`src/rtl/fwdu_if.sv`:
```
// Signal bundle between the forwarding unit and the surrounding datapath.
// The slave modport is the forwarding unit; the master modport is the datapath side.
interface fwdu_if #(
    parameter int CW = 16
);
    logic          piprcon;
    logic          flush;
    logic [4:0]    id_rd;
    logic          id_regw;
    logic [1:0]    id_memr;
    logic [4:0]    idex_rs1;
    logic [4:0]    idex_rs2;
    logic [4:0]    idex_rd;
    logic [1:0]    idex_memr;
    logic [1:0]    fwda;
    logic [1:0]    fwdb;
    logic          fwd_err;
    logic [CW-1:0] stall_cnt;
    logic [CW-1:0] fwd_cnt;

    modport master (
        output piprcon, flush, id_rd, id_regw, id_memr, idex_rs1, idex_rs2,
        input  idex_rd, idex_memr, fwda, fwdb, fwd_err, stall_cnt, fwd_cnt
    );

    modport slave (
        input  piprcon, flush, id_rd, id_regw, id_memr, idex_rs1, idex_rs2,
        output idex_rd, idex_memr, fwda, fwdb, fwd_err, stall_cnt, fwd_cnt
    );
endinterface

```
`src/rtl/fwdu.sv`:
```
// Operand forwarding unit: shadows rd/regw/memr through ID/EX, EX/MEM, MEM/WB,
// drives ALU forward selects and keeps saturating stall/forward counters.
module fwdu #(
    parameter int CW = 16
) (
    input  logic  clk_i,
    input  logic  rstn_i,
    fwdu_if.slave bus
);
    typedef struct packed {
        logic [4:0] rd;
        logic       regw;
        logic [1:0] memr;
    } slot_t;

    slot_t         exs_q, exs_d;
    slot_t         mems_q, mems_d;
    slot_t         wbs_q, wbs_d;
    logic          err_q, err_d;
    logic [CW-1:0] stall_q, stall_d;
    logic [CW-1:0] fwdc_q, fwdc_d;
    logic [1:0]    fwda, fwdb;
    logic          load_hit;

    function automatic logic [1:0] fwd_sel(slot_t mem_s, slot_t wb_s, logic [4:0] rs);
        logic [1:0] sel;
        sel = 2'b00;
        // EX/MEM is the younger producer, so it wins over MEM/WB.
        if (mem_s.regw && (mem_s.rd != 5'd0) && (mem_s.rd == rs)) begin
            sel = 2'b10;
        end else if (wb_s.regw && (wb_s.rd != 5'd0) && (wb_s.rd == rs)) begin
            sel = 2'b01;
        end
        return sel;
    endfunction

    always_comb begin
        fwda     = fwd_sel(mems_q, wbs_q, bus.idex_rs1);
        fwdb     = fwd_sel(mems_q, wbs_q, bus.idex_rs2);
        load_hit = (mems_q.memr != 2'b00) && mems_q.regw && (mems_q.rd != 5'd0) &&
                   ((mems_q.rd == bus.idex_rs1) || (mems_q.rd == bus.idex_rs2));
    end

    always_comb begin
        wbs_d   = mems_q;
        mems_d  = bus.flush ? slot_t'('0) : exs_q;
        exs_d   = (bus.flush || bus.piprcon) ? slot_t'('0)
                                             : slot_t'{bus.id_rd, bus.id_regw, bus.id_memr};
        err_d   = err_q | load_hit;
        stall_d = stall_q;
        fwdc_d  = fwdc_q;
        // flush takes priority over a bubble request, so it does not count as a stall.
        if (bus.piprcon && !bus.flush && (stall_q != {CW{1'b1}})) begin
            stall_d = stall_q + 1'b1;
        end
        if (((fwda != 2'b00) || (fwdb != 2'b00)) && (fwdc_q != {CW{1'b1}})) begin
            fwdc_d = fwdc_q + 1'b1;
        end
    end

    always_ff @(posedge clk_i) begin
        if (!rstn_i) begin
            exs_q   <= '0;
            mems_q  <= '0;
            wbs_q   <= '0;
            err_q   <= 1'b0;
            stall_q <= '0;
            fwdc_q  <= '0;
        end else begin
            exs_q   <= exs_d;
            mems_q  <= mems_d;
            wbs_q   <= wbs_d;
            err_q   <= err_d;
            stall_q <= stall_d;
            fwdc_q  <= fwdc_d;
        end
    end

    assign bus.idex_rd   = exs_q.rd;
    assign bus.idex_memr = exs_q.memr;
    assign bus.fwda      = fwda;
    assign bus.fwdb      = fwdb;
    assign bus.fwd_err   = err_q;
    assign bus.stall_cnt = stall_q;
    assign bus.fwd_cnt   = fwdc_q;
endmodule
```
`src/flat_wrapper.sv`:
```
// flat-port wrapper written by rule: the top's interface ports become plain ports
module fwdu_flat 
#(
    parameter int CW = 16
)
  (clk_i, rstn_i, bus_piprcon, bus_flush, bus_id_rd, bus_id_regw, bus_id_memr, bus_idex_rs1, bus_idex_rs2, bus_idex_rd, bus_idex_memr, bus_fwda, bus_fwdb, bus_fwd_err, bus_stall_cnt, bus_fwd_cnt);
  fwdu_if #(.CW(CW)) bus_i ();
  input  logic clk_i;
  input  logic rstn_i;
  input wire logic [$bits(bus_i.piprcon)-1:0] bus_piprcon;
  input wire logic [$bits(bus_i.flush)-1:0] bus_flush;
  input wire logic [$bits(bus_i.id_rd)-1:0] bus_id_rd;
  input wire logic [$bits(bus_i.id_regw)-1:0] bus_id_regw;
  input wire logic [$bits(bus_i.id_memr)-1:0] bus_id_memr;
  input wire logic [$bits(bus_i.idex_rs1)-1:0] bus_idex_rs1;
  input wire logic [$bits(bus_i.idex_rs2)-1:0] bus_idex_rs2;
  output wire logic [$bits(bus_i.idex_rd)-1:0] bus_idex_rd;
  output wire logic [$bits(bus_i.idex_memr)-1:0] bus_idex_memr;
  output wire logic [$bits(bus_i.fwda)-1:0] bus_fwda;
  output wire logic [$bits(bus_i.fwdb)-1:0] bus_fwdb;
  output wire logic [$bits(bus_i.fwd_err)-1:0] bus_fwd_err;
  output wire logic [$bits(bus_i.stall_cnt)-1:0] bus_stall_cnt;
  output wire logic [$bits(bus_i.fwd_cnt)-1:0] bus_fwd_cnt;
  assign bus_i.piprcon = bus_piprcon;
  assign bus_i.flush = bus_flush;
  assign bus_i.id_rd = bus_id_rd;
  assign bus_i.id_regw = bus_id_regw;
  assign bus_i.id_memr = bus_id_memr;
  assign bus_i.idex_rs1 = bus_idex_rs1;
  assign bus_i.idex_rs2 = bus_idex_rs2;
  assign bus_idex_rd = bus_i.idex_rd;
  assign bus_idex_memr = bus_i.idex_memr;
  assign bus_fwda = bus_i.fwda;
  assign bus_fwdb = bus_i.fwdb;
  assign bus_fwd_err = bus_i.fwd_err;
  assign bus_stall_cnt = bus_i.stall_cnt;
  assign bus_fwd_cnt = bus_i.fwd_cnt;
  fwdu #(.CW(CW)) u_core (.clk_i(clk_i), .rstn_i(rstn_i), .bus(bus_i));
endmodule
```
`config.mk`:
```
export PLATFORM = sky130hd
export DESIGN_NAME = fwdu_flat
export DESIGN_NICKNAME = d
export VERILOG_FILES = /design/src/rtl/fwdu_if.sv /design/src/rtl/fwdu.sv /design/src/flat_wrapper.sv
export SDC_FILE = /design/constraint.sdc
export NUM_CORES = 1
export LEC_CHECK = 0
export ABC_AREA = 1
export CORE_AREA = 5 5 90 92
export DETAILED_ROUTE_END_ITERATION = 16
export DIE_AREA = 0 0 95 97
export PLACE_DENSITY = 0.79
export SETUP_SLACK_MARGIN = 0.5
export SYNTH_ARGS = -nofsm -noshare
export SYNTH_HDL_FRONTEND = slang
export SYNTH_SLANG_ARGS = --single-unit
```
`constraint.sdc`:
```
create_clock -name clk_i -period 1.7 [get_ports clk_i]
set_clock_uncertainty 0.2 [all_clocks]
set_input_delay 0.17 -clock clk_i [delete_from_list [all_inputs] [get_ports clk_i]]
set_output_delay 0.17 -clock clk_i [all_outputs]
set_load 0.05 [all_outputs]
```
==> results.toml <==
[synth]
synth-seq-area-share_pct = 39.13
synth_area_per_cell_um2 = 6.309
syn_nets = 470
synth_largest_area_cell = "dfxtp_1"
synth_edf_count = 0
ys_types = 28
yosys_most_used_dff = "dfxtp_1"
ys_ff_latch = 55
netlist_instances = 446
syn_area_um2 = 2814
synth_area_leaders = "dfxtp_1 39%, nand2_1 16%, nor2_1 11%"
synth.top_cell.area_share_pct = 39.13
async_flop_share_pct = 0
ys_warn_count = 0

[setup_path]
ff2ff_setup_slack_ps = -240
crit_path_cell_trace = "inv_2 -> nand2_1 -> nand2_1 -> nor2_2 -> nand3_2 -> nor2_4 -> buf_6 -> nor2_4 -> buf_12"
endpoint_kind = "output port"
worstPathRequired_ps = 1330
critical_path_class = "reg2out"
r2r_cells = 10
start_kind = "flop"
arrival_ps = 1630
cpMaxStageDelayCell = "dfxtp_4"
r2r_start = "u_core.mems_q[6]"
reg2reg_to = "u_core.bus.fwd_cnt[2]"
max_stage_delay_ps = 410
worst-path-max-fanout = 5

[final_layout]
finalNonFillerCells = 678
antenna_cells = 0
drive_gt1_share_pct = 45.60
seq_area_um2 = 1235
final_nets = 602
multi_input_area_um2 = 1800
nFillCells = 506
syn_to_final_growth_pct = 82.21

[floorplanning]
coreArea_um2 = 7137
die_w_um = 95
die-area_um2 = 9215
die_y_um = 97
boundaryPins = 66
rows = 31
start_util_pct = 39.43

[sta]
layout_min_cycle_time_ps = 1998
worst-slew-pin-transition_ps = 372.2
worst_slack_ps = -298.2
max_slew_margin_pct = 75.13
worst_hold_slack_ps = 163.8
fmax_mhz = 500.4
hold_violations = 0
period_share_pct = 117.5
drv_slew = 0
tns_ps = -4565
rsz0062_at_grt = "yes"
finalSetupViolCount = 29

[detailed_routing]
wl_per_cell_um = 13.73
totalWireLength_um = 9309
routed_via_density = 4.940
first_pass_iters = 5
initialDrtViolationCount = 162
drc = 0
antenna_left = 0
vias = 3349

[power]
irDropWorstVdd_v = 0.0003677
power.density_nw_per_um2 = 469.3
p_total_mw = 2.407
leakagePower_nw = 2.332

[placed_design]
port_buffers = 65
dp.cells = 642
place.gp.congestion = 0.8938
dp_hpwl_um = 5528
post-place-ws_ps = -486.3

[run_status]
violations = "setup timing"
status = "finished with violations"

[clocking]
cts_sinks = 55
cts_root_buf = "clkbuf_8"
cts_buffers = 5
htree_levels = 2
cts_tree = "done"
cts.clk_slew.worst_paths_ps = 100
clock_latency_ps = 310
cts_buffer_depth = 2

[global_route]
gr-total-overflow = 0
first_global_vias = 2960
grt_usage_pct = 17.26
grt_max_degree = 34
antenna_found_initial = 0
grt_first_pass_wirelength_um = 13020

[hold_path]
min_to = "u_core.bus.idex_memr[1]"
hold_class = "in2reg"
hold_path.startpoint = "bus_id_memr[1]"
whs_path_depth = 3

[flow_run]
max_cap_violations = 0
flip-flops by register name, summed over array words and instances (netlist names):
name,flops
u_core.bus.idex_memr,2
u_core.bus.fwd_err,1
u_core.exs_q,1
u_core.bus.fwd_cnt,16
u_core.mems_q,8
u_core.bus.idex_rd,5
u_core.bus.stall_cnt,16
u_core.wbs_q,6
cells in the mapped netlist, types with 2 or more instances:
master and count:
ha_1 2, dfxtp_1 55, nor4_1 2, o21ai_0 11, nand3b_1 3, nor2_1 81, nand2_1 118, buf_6 2
nand4_1 5, nor2_2 3, xor2_1 2, buf_2 3, nand3_1 27, nor3_1 11, nor3b_1 2, a21oi_1 25
inv_1 76, xnor2_1 2, buf_4 7
layer usage:
| metal | vias up | track usage (%) | wire (um) |
|---|---|---|---|
| met5 | - | 0 | 0 |
| met4 | 0 | 6.770 | 318 |
| met3 | 38 | 3.491 | 449 |
| met2 | 136 | 31.18 | 5057 |
| met1 | 1546 | 19.35 | 3484 |
| li1 | 1629 | - | - |
layout make-up:
cell class | instances | share of cell area (%)
clock buffer | 6 | 1.830
clock inverter | 2 | 0.3416
multi-input combinational | 304 | 35.11
inverter | 77 | 5.686
tap | 99 | 2.416
sequential | 55 | 24.08
timing repair buffer | 135 | 30.53
worst max path at each step:
stage | startpoint | to | slack, ps
final | u_core.mems_q[6] | bus_fwdb[0] | -300
after global routing | u_core.mems_q[4] | bus_fwdb[0] | -380
after CTS | u_core.mems_q[6] | bus_fwda[0] | -280
after detailed placement | bus_idex_rs1[3] | u_core.bus.fwd_cnt[12] | -490
after global placement | bus_idex_rs1[3] | u_core.bus.fwd_cnt[6] | -380
after floorplan | u_core.mems_q[7] | u_core.bus.fwd_cnt[15] | -150
through the flow:
step           util [%]  cell area [um2]
6_report          71.84             5127
5_1_grt           71.84             5127
4_1_cts           65.22             4654
3_5_place_dp      56.15             4008
3_3_place_gp      56.15             4008
2_1_floorplan         -             3005
power by group:
part	total, mW	switching (mW)	internal (mW)
Sequential	1.27	0.0125	1.26
Combinational	0.305	0.157	0.148
Clock	0.834	0.446	0.388
Total	2.41	0.615	1.79
worst max-delay path: cells and delay by family (launching register included):
kind                   cells  cell delay (ps)
DFF                        1              410
and+or+nand+nor            6              570
buffers and inverters      3              330
repair_timing:
item                       in CTS  in global routing
cloned                          0                  3
buffers inserted                7                 18
pin swaps                      24                 20
gates resized for setup       138                 80
hold buffers                    0                  0
setup endpoints to repair      81                 93
cell families after synthesis:
| group | Yosys count | synth area share, % |
|---|---|---|
| AO/OA/AOI/OAI | 39 | 7.114 |
| XOR/XNOR | 4 | 1.245 |
| adder cells (fa/ha/maj) | 2 | 0.8891 |
| buffers and inverters | 90 | 13.61 |
| flip-flops | 55 | 39.13 |
| AND/OR/NAND/NOR | 256 | 38.02 |
layout by cell type (no fill, tap or decap), types with 2 or more instances in the layout:
cell type	synthesis	layout
clkdlybuf4s50_1	0	18
a21oi_2	0	12
dlygate4sd2_1	0	2
dfxtp_1	55	6
buf_8	0	37
nor2_4	0	9
nand2_2	1	11
a21oi_1	25	13
nor2_2	3	10
o21ai_2	0	7
o21ai_0	11	2
nand3_2	0	13
clkbuf_8	0	5
nor3_4	0	2
nand4_1	5	5
dfxtp_4	0	29
nand2_8	0	2
buf_4	7	39
nor2_1	81	65
nand3_1	27	13
dfxtp_2	0	20
nor3_2	0	6
nand2_4	1	6
o21ai_1	1	2
buf_6	2	29
inv_2	1	5
nand3b_1	3	3
ha_4	0	2
inv_1	76	71
nand2_1	118	104
buf_12	0	9
nor3_1	11	3
Note: power is estimated with default switching activity, not from simulation.
